[config.mk]
export PLATFORM = sky130hd
export DESIGN_NAME = mz_clkdiv_prog
export DESIGN_NICKNAME = d
export VERILOG_FILES = /design/src/rtl/mz_clkdiv_prog.sv
export SDC_FILE = /design/constraint.sdc
export NUM_CORES = 1
export LEC_CHECK = 0
export BUFFER_PORTS_ARGS = -buffer_cell sky130_fd_sc_hd__buf_2
export CAP_MARGIN = 25
export CELL_PAD_IN_SITES_DETAIL_PLACEMENT = 1
export CELL_PAD_IN_SITES_GLOBAL_PLACEMENT = 1
export CORE_MARGIN = 4
export CORE_UTILIZATION = 35
export DETAILED_ROUTE_END_ITERATION = 7
export GPL_ROUTABILITY_DRIVEN = 0
export HOLD_SLACK_MARGIN = 0.1
export PLACE_DENSITY = 0.73
export SLEW_MARGIN = 20
export SYNTH_ARGS = -nofsm -noshare
export SYNTH_HDL_FRONTEND = slang
export SYNTH_SLANG_ARGS = --single-unit
[constraint.sdc]
create_clock -name clk -period 5.1 [get_ports clk]
set_clock_uncertainty 0.15 [all_clocks]
set_input_delay 0.255 -clock clk [delete_from_list [all_inputs] [get_ports clk]]
set_output_delay 0.255 -clock clk [all_outputs]
set_load 0.1 [all_outputs]
[src/rtl/mz_clkdiv_prog.sv]
// mz_clkdiv_prog
// Programmable square-wave divider and clock-enable generator on the system
// clock. The half-period is loaded at run time through a shadow register.
// Each new value is applied only when the counter restarts, at a terminal
// count or a sync restart, so the output never produces a runt pulse.
//
// Ports
//   clk      system clock, rising edge
//   rst      synchronous active-high reset
//   en       run enable; the counter and outputs advance only while high
//   sync     phase restart: cnt and out return to 0 on this edge
//   div_wr   single-cycle divisor write strobe
//   div_val  new half-period, in cycles (0 behaves as 1)
//   out      registered divided square wave
//   tick     high for the first cycle in which a new out value is visible
//   rise     high for the first cycle in which out has just become 1
//   pend     a written divisor is waiting in the shadow register
//   cnt      current half-period counter value
module mz_clkdiv_prog #(
   parameter int WIDTH        = 8,
   parameter int DEFAULT_HALF = 6
) (
   input  logic             clk,
   input  logic             rst,
   input  logic             en,
   input  logic             sync,
   input  logic             div_wr,
   input  logic [WIDTH-1:0] div_val,
   output logic             out,
   output logic             tick,
   output logic             rise,
   output logic             pend,
   output logic [WIDTH-1:0] cnt
);

   logic [WIDTH-1:0] c;
   logic [WIDTH-1:0] half;
   logic [WIDTH-1:0] shadow;
   logic [WIDTH-1:0] tc_val;
   logic             tc;

   // A half-period of 0 is treated as 1, so the terminal count is 0 in both cases.
   assign tc_val = (half == '0) ? '0 : half - 1'b1;
   assign tc     = en && (c == tc_val);
   assign cnt    = c;

   always_ff @(posedge clk) begin
      if (rst) begin
         c      <= '0;
         out    <= 1'b0;
         tick   <= 1'b0;
         rise   <= 1'b0;
         pend   <= 1'b0;
         half   <= WIDTH'(DEFAULT_HALF);
         shadow <= WIDTH'(DEFAULT_HALF);
      end else if (sync || tc) begin
         // Counter restarts here, so this is the only safe point to change half.
         c <= '0;
         if (sync) begin
            out  <= 1'b0;
            tick <= 1'b0;
            rise <= 1'b0;
         end else begin
            out  <= ~out;
            tick <= 1'b1;
            rise <= ~out;
         end
         if (div_wr) begin
            half   <= div_val;
            shadow <= div_val;
            pend   <= 1'b0;
         end else if (pend) begin
            half <= shadow;
            pend <= 1'b0;
         end
      end else begin
         tick <= 1'b0;
         rise <= 1'b0;
         if (en) begin
            c <= c + 1'b1;
         end
         if (div_wr) begin
            shadow <= div_val;
            pend   <= 1'b1;
         end
      end
   end

endmodule

==> out/results.txt, run 1 <==
Status: complete, no violations
Post-synth EDFFs: 0
Post-synth top flop: dfxtp_1
Post-Syn Area: 1490 sq um
Final core utilization: 42.5%
TritonCTS Sinks: 28
Filler cells: 476
Core area: 4060 sq um
Worst endpoint data arrival time: 3.12 ns
WHS Path Cells: 3
Power Density: 284 nW/um^2
Peak supply drop: 205 uV
Internal: 364 uW
R2R Setup Slk: 2.01 ns
# H-tree levels: 1
Crit path time final: 3.09 ns
Req. time, crit path: 5.12 ns
Clock Tree Buf Depth: 2
Critical Path Start: half[0]
Fin crit share: 60.6%
Largest net degree at the start of global routing: 18
Number of global-route vias before repair: 1,341
P&R area growth vs syn: 15.5%
WL final: 3.81 mm
Drt pass-1 iters: 4
Worst hold endpoint: shadow[6]
Max FO, Critical Path: 8
Area of the multi-input gates: 872 sq um
Root Driver: clkbuf_8
Clock Latency Late Sink: 0.28 ns
Antenna violations before repair: 0
Non-Filler Instances: 234
Grt total ovfl: 0
Vias/cell: 5.47
Pins Over Slew Limit: 0
Hold slack: 0.106 ns
Sequential power share: 48.8%
CP Capture Type: register
Synth async-reset ratio: 0%
Overall Global Routing Usage: 15.3%
Crit start category: register
Io pins: 25
Routed len/inst: 16.3 um
P_sw: 126 uW
Synthesized instance count: 161
Yosys warning count: 0
Hold Path Origin: div_val[6]
N_diodes: 0
#FFs+latches synth: 28
Reg-to-reg startpoint: half[0]
Hold WC Path Type: in2reg
FF+latch area: 561 sq um
Die area: 5380 sq um
Post-layout nets: 200
Final Setup Violations: 0
Port Buf Inserts: 24
Switching share of power: 25.7%
Syn Area/Cell: 9.28 sq um
Final hold violation count: 0
Clock transition at path regs: 0.09 ns
Antenna-violating nets left: 0
CTS tree: yes
Dpl hpwl: 2.85 mm
Worst slew pin tran: 0.677 ns
Initial Util: 36.8%
Sequential share of the synthesized area: 37.5%
Max Fclk: 323 MHz
Postcts setup bufs: 0
R2R Path End: half[4]
Clk network pwr share: 35.9%
# placed instances: 228
RSZ-0062 raised after global routing: false
Synthesized Nets: 176
Leak Pwr: 0.000709 uW
First-pass GRT wire length: 6.40 mm
Final TNS setup: 0 ns
# rows: 23
DRC viols: 0
Number of DRC markers in iteration 0: 31
Worst Reg2Reg Path Length in Cells: 8
WS Path Type: reg2reg
Vias: 1,279
Maxcap violations: 0
Fraction of layout cells with a size suffix above 1: 25.5%
Die extent in x: 73.3 um
Die span in y: 73.3 um
Num CTS Buffers: 3
Slew headroom: 54.8%
Gate power share: 15.3%
Yosys cell types: 44
[area by class of cell]
| cell class | count | area share (%) |
|---|---|---|
| Multi-Input combinational cell | 121 | 50.5 |
| Sequential cell | 28 | 32.5 |
| Timing Repair Buffer | 26 | 8.12 |
| Tap cell | 50 | 3.63 |
| Clock buffer | 3 | 2.39 |
| Clock inverter | 1 | 1.74 |
| Inverter | 5 | 1.09 |
[logic make-up (layout without fill, tap and decap cells)]
group | after synthesis | in the layout | synth area share, %
AND/OR/NAND/NOR | 68 | 68 | 25.5
adder cells (fa/ha/maj) | 2 | 2 | 1.67
multiplexers | 15 | 15 | 10.7
AO/OA/AOI/OAI | 25 | 25 | 14.1
flip-flops | 28 | 28 | 37.5
buffers and inverters | 12 | 35 | 4.10
XOR/XNOR | 11 | 11 | 6.45
[power by group through the flow]
stage | Clock [uW] | Sequential [uW] | Combinational (uW)
finish | 176 | 239 | 74.9
floorplan | 0 | 247 | 52.4
CTS | 184 | 239 | 75.4
global placement | 0 | 242 | 69.7
global route | 190 | 240 | 82.0
detailed placement | 0 | 244 | 73.4
[cell usage in the layout (no fill, tap or decap), types with 3 or more instances in the layout]
| master | count |
|---|---|
| xnor2_1 | 5 |
| dfxtp_1 | 28 |
| mux2_2 | 8 |
| or2_2 | 4 |
| nor2b_1 | 7 |
| nor4_1 | 4 |
| a211o_1 | 4 |
| nor3_1 | 5 |
| clkbuf_8 | 3 |
| nor2_1 | 21 |
| xor2_1 | 6 |
| a21oi_1 | 5 |
| nand2_1 | 6 |
| nand4_1 | 3 |
| mux2i_1 | 7 |
| buf_2 | 24 |
| inv_1 | 5 |
[synthesized netlist by cell type, drive strengths merged, types with 3 or more instances]
master | count | area (sq um)
nand4 | 3 | 18.8
a21oi | 5 | 25.0
mux2 | 8 | 90.1
nor4 | 4 | 25.0
clkbuf | 4 | 15.0
mux2i | 7 | 70.1
nor2b | 7 | 43.8
inv | 5 | 18.8
nor3 | 5 | 25.0
xnor2 | 5 | 43.8
dfxtp | 28 | 561
nor2 | 21 | 78.8
xor2 | 6 | 52.6
buf | 3 | 27.5
a211o | 4 | 35.0
or3 | 3 | 23.8
nand2 | 6 | 22.5
or2 | 4 | 25.0
[stage by stage]
stage / cell area, sq um / power (uW) / setup slack (ns)
2_1_floorplan: 1490 / 299 / 2.25
3_3_place_gp: 1630 / 312 / 2.23
3_5_place_dp: 1630 / 317 / 2.06
4_1_cts: 1730 / 498 / 2.01
5_1_grt: 1730 / 513 / 1.69
6_report: 1730 / 489 / 2.01
[sequential cells by signal (all words and copies together), names as in the netlist]
signal	count
pend	1
tick	1
half	8
rise	1
cnt	8
out	1
shadow	8
[worst max-delay path, cell delays in order, from the launching register on]
cell     delay (ns)
dfxtp_1        0.39
inv_1          0.11
ha_1           0.23
nor4b_2        0.59
a21oi_1        0.22
a211o_1        0.36
o211a_2        0.16
a41oi_4        0.40
mux2_2         0.38
[routing by layer]
layer,global-route usage [%],vias to the layer above,wire length (um)
li1,-,625,-
met1,18.2,611,1600
met2,27.2,33,1970
met3,3.42,10,157
met4,4.63,0,91
met5,0,-,0
[timing repair]
action,4_1_cts,5_1_grt
setup endpoints to repair,0,0
hold endpoints to repair,2,0
gates resized for setup,0,0
hold buffers,2,0
[worst max path at each step]
| stage | depth (start not counted) | end | slack, ns |
|---|---|---|---|
| 3_5_place_dp | 8 | half[4] | 2.06 |
| 4_1_cts | 8 | half[4] | 2.01 |
| 3_3_place_gp | 8 | cnt[6] | 2.23 |
| 5_1_grt | 8 | half[4] | 1.69 |
| 6_report | 8 | half[4] | 2.01 |
| 2_1_floorplan | 6 | half[0] | 2.25 |
Note: power is estimated with default switching activity, not from simulation.
==> run 2, diff against run 1 <==
==> constraint.sdc (replaced) <==
create_clock -name clk -period 3.2 [get_ports clk]
set_clock_uncertainty 0.15 [all_clocks]
set_input_delay 0.16 -clock clk [delete_from_list [all_inputs] [get_ports clk]]
set_output_delay 0.16 -clock clk [all_outputs]
set_load 0.1 [all_outputs]
==> run 2 against run 1 <==
  * Worst hold slack better by 0.034 ns
  * Cell area increased by 4.6%
  * Cell count up 4.3%
  * Power increased by 48%
  * Count of clock-buffer cells in the layout rose by 1
  * Utilization is 1.9 points higher
  * Register-to-register slack worse by 1.7 ns
  * Fmax increased by 5.3%
  * Setup slack lost 1.7 ns
  * Wire length is 9.4% lower
  * Die area unchanged
  * Global-route usage fell by 0.72 points
  * Critical endpoint is now half[3]
  * Largest power group unchanged
==> out/results.txt, run 2 (synthesized netlist as in run 1, its figures left out) <==
Maxcap violations: 0
Io pins: 25
Final TNS setup: 0 ns
Pwr Total: 724 uW
Final hold violation count: 0
Leak Pwr: 0.000745 uW
Hold WC Path Type: in2reg
CP Capture Type: register
RSZ-0062 raised after global routing: false
Crit path time final: 2.94 ns
Initial Util: 36.8%
Largest net degree at the start of global routing: 18
N_diodes: 0
Max Fclk: 340 MHz
Fin crit share: 91.8%
# H-tree levels: 1
Dpl hpwl: 2.63 mm
CP max stage cell: or4b_1
CTS tree: yes
Die extent in x: 73.3 um
Final Setup Violations: 0
Die area: 5380 sq um
Grt total ovfl: 0
Vias: 1,292
Req. time, crit path: 3.22 ns
Antenna violations before repair: 0
Crit start category: register
Pins Over Slew Limit: 0
First-pass GRT wire length: 6.24 mm
Drt pass-1 iters: 4
Die span in y: 73.3 um
Num CTS Buffers: 3
Clock Tree Buf Depth: 2
Core area: 4060 sq um
Root Driver: clkbuf_8
WS Path Type: reg2reg
Clock transition at path regs: 0.09 ns
Crit path buf inv count: 1
Port Buf Inserts: 24
Delay-heaviest family, CP: compound AO/OA/AOI/OAI gates
DRC viols: 0
Final core utilization: 44.5%
Status: complete, no violations
Overall Global Routing Usage: 14.6%
# rows: 23
Post-route cell area: 1800 sq um
Antenna-violating nets left: 0
Fraction of layout cells with a size suffix above 1: 25.3%
P&R area growth vs syn: 20.8%
WL final: 3.45 mm
Crit-path cells: inv_1, ha_1, or4b_1, o211a_1, a211o_1, o211a_2, a41oi_4, mux2_2
Max FO, Critical Path: 8
Slew headroom: 59.8%
Vias/cell: 5.30
Postcts setup bufs: 0
Routed len/inst: 14.1 um
Power Density: 401 nW/um^2
Commonest non-fill, non-tap cells in the layout: dfxtp_1, buf_2, nor2_1, dlygate4sd3_1, mux2_2
Worst slew pin tran: 0.599 ns
Worst endpoint data arrival time: 2.96 ns
Peak supply drop: 148 uV
Placed Area: 1650 sq um
Number of DRC markers in iteration 0: 49
TritonCTS Sinks: 28
Number of global-route vias before repair: 1,371
Clock Latency Late Sink: 0.28 ns
Most common cell after layout, fill and taps aside: dfxtp_1
Crit-path max cell delay: 0.52 ns
Post-layout nets: 210
run 2: cell count changes in the layout (fill, tap and decap cells not counted):
cell / delta
bufinv_16: -1
buf_4: +2
dlygate4sd3_1: +8
clkbuf_8: +1
run 2: worst paths after layout:
check                           startpoint        end  slack [ns]  cells past startpoint
worst max register to register     half[0]    half[3]        0.26                      8
worst min-delay path                   rst  shadow[4]        0.14                      2
worst min register to register         out       rise        0.34                      1
worst max-delay path               half[0]    half[3]        0.26                      8
run 2: stage by stage:
| stage | worst slack (ns) | hold slack, ns | cells |
|---|---|---|---|
| floorplan | 0.349 | 0.125 | 161 |
| global route | 0.0722 | 0.163 | 244 |
| finish | 0.262 | 0.140 | 244 |
| detailed placement | 0.266 | 0.269 | 230 |
| CTS | 0.243 | 0.137 | 244 |
| global placement | 0.393 | 0.250 | 230 |
run 2: per-layer routing:
layer | vias to the layer above | wire (um) | GRT usage (%)
li1 | 645 | - | -
met1 | 620 | 1540 | 17.7
met2 | 22 | 1700 | 25.5
met3 | 5 | 161 | 2.60
met4 | 0 | 46 | 5.43
met5 | - | 0 | 0
run 2: layout make-up:
class	count	area, sq um
clock buffer	4	55.1
fill	476	2250
inverter	5	18.8
multi-input combinational	121	872
sequential	28	561
tap	50	62.6
timing repair buffer	36	235
run 2: report_power, final:
| part | total, uW | switching [uW] | internal, uW | leakage (uW) |
|---|---|---|---|---|
| clock | 219 | 109 | 110 | 0.0000288 |
| combinational | 125 | 67.9 | 57.0 | 0.000488 |
| sequential | 380 | 17.3 | 363 | 0.000229 |
run 2: what timing repair did:
action / 4_1_cts / 5_1_grt
gates resized for setup: 0 / 0
setup endpoints to repair: 0 / 0
hold buffers: 10 / 0
hold endpoints to repair: 13 / 0
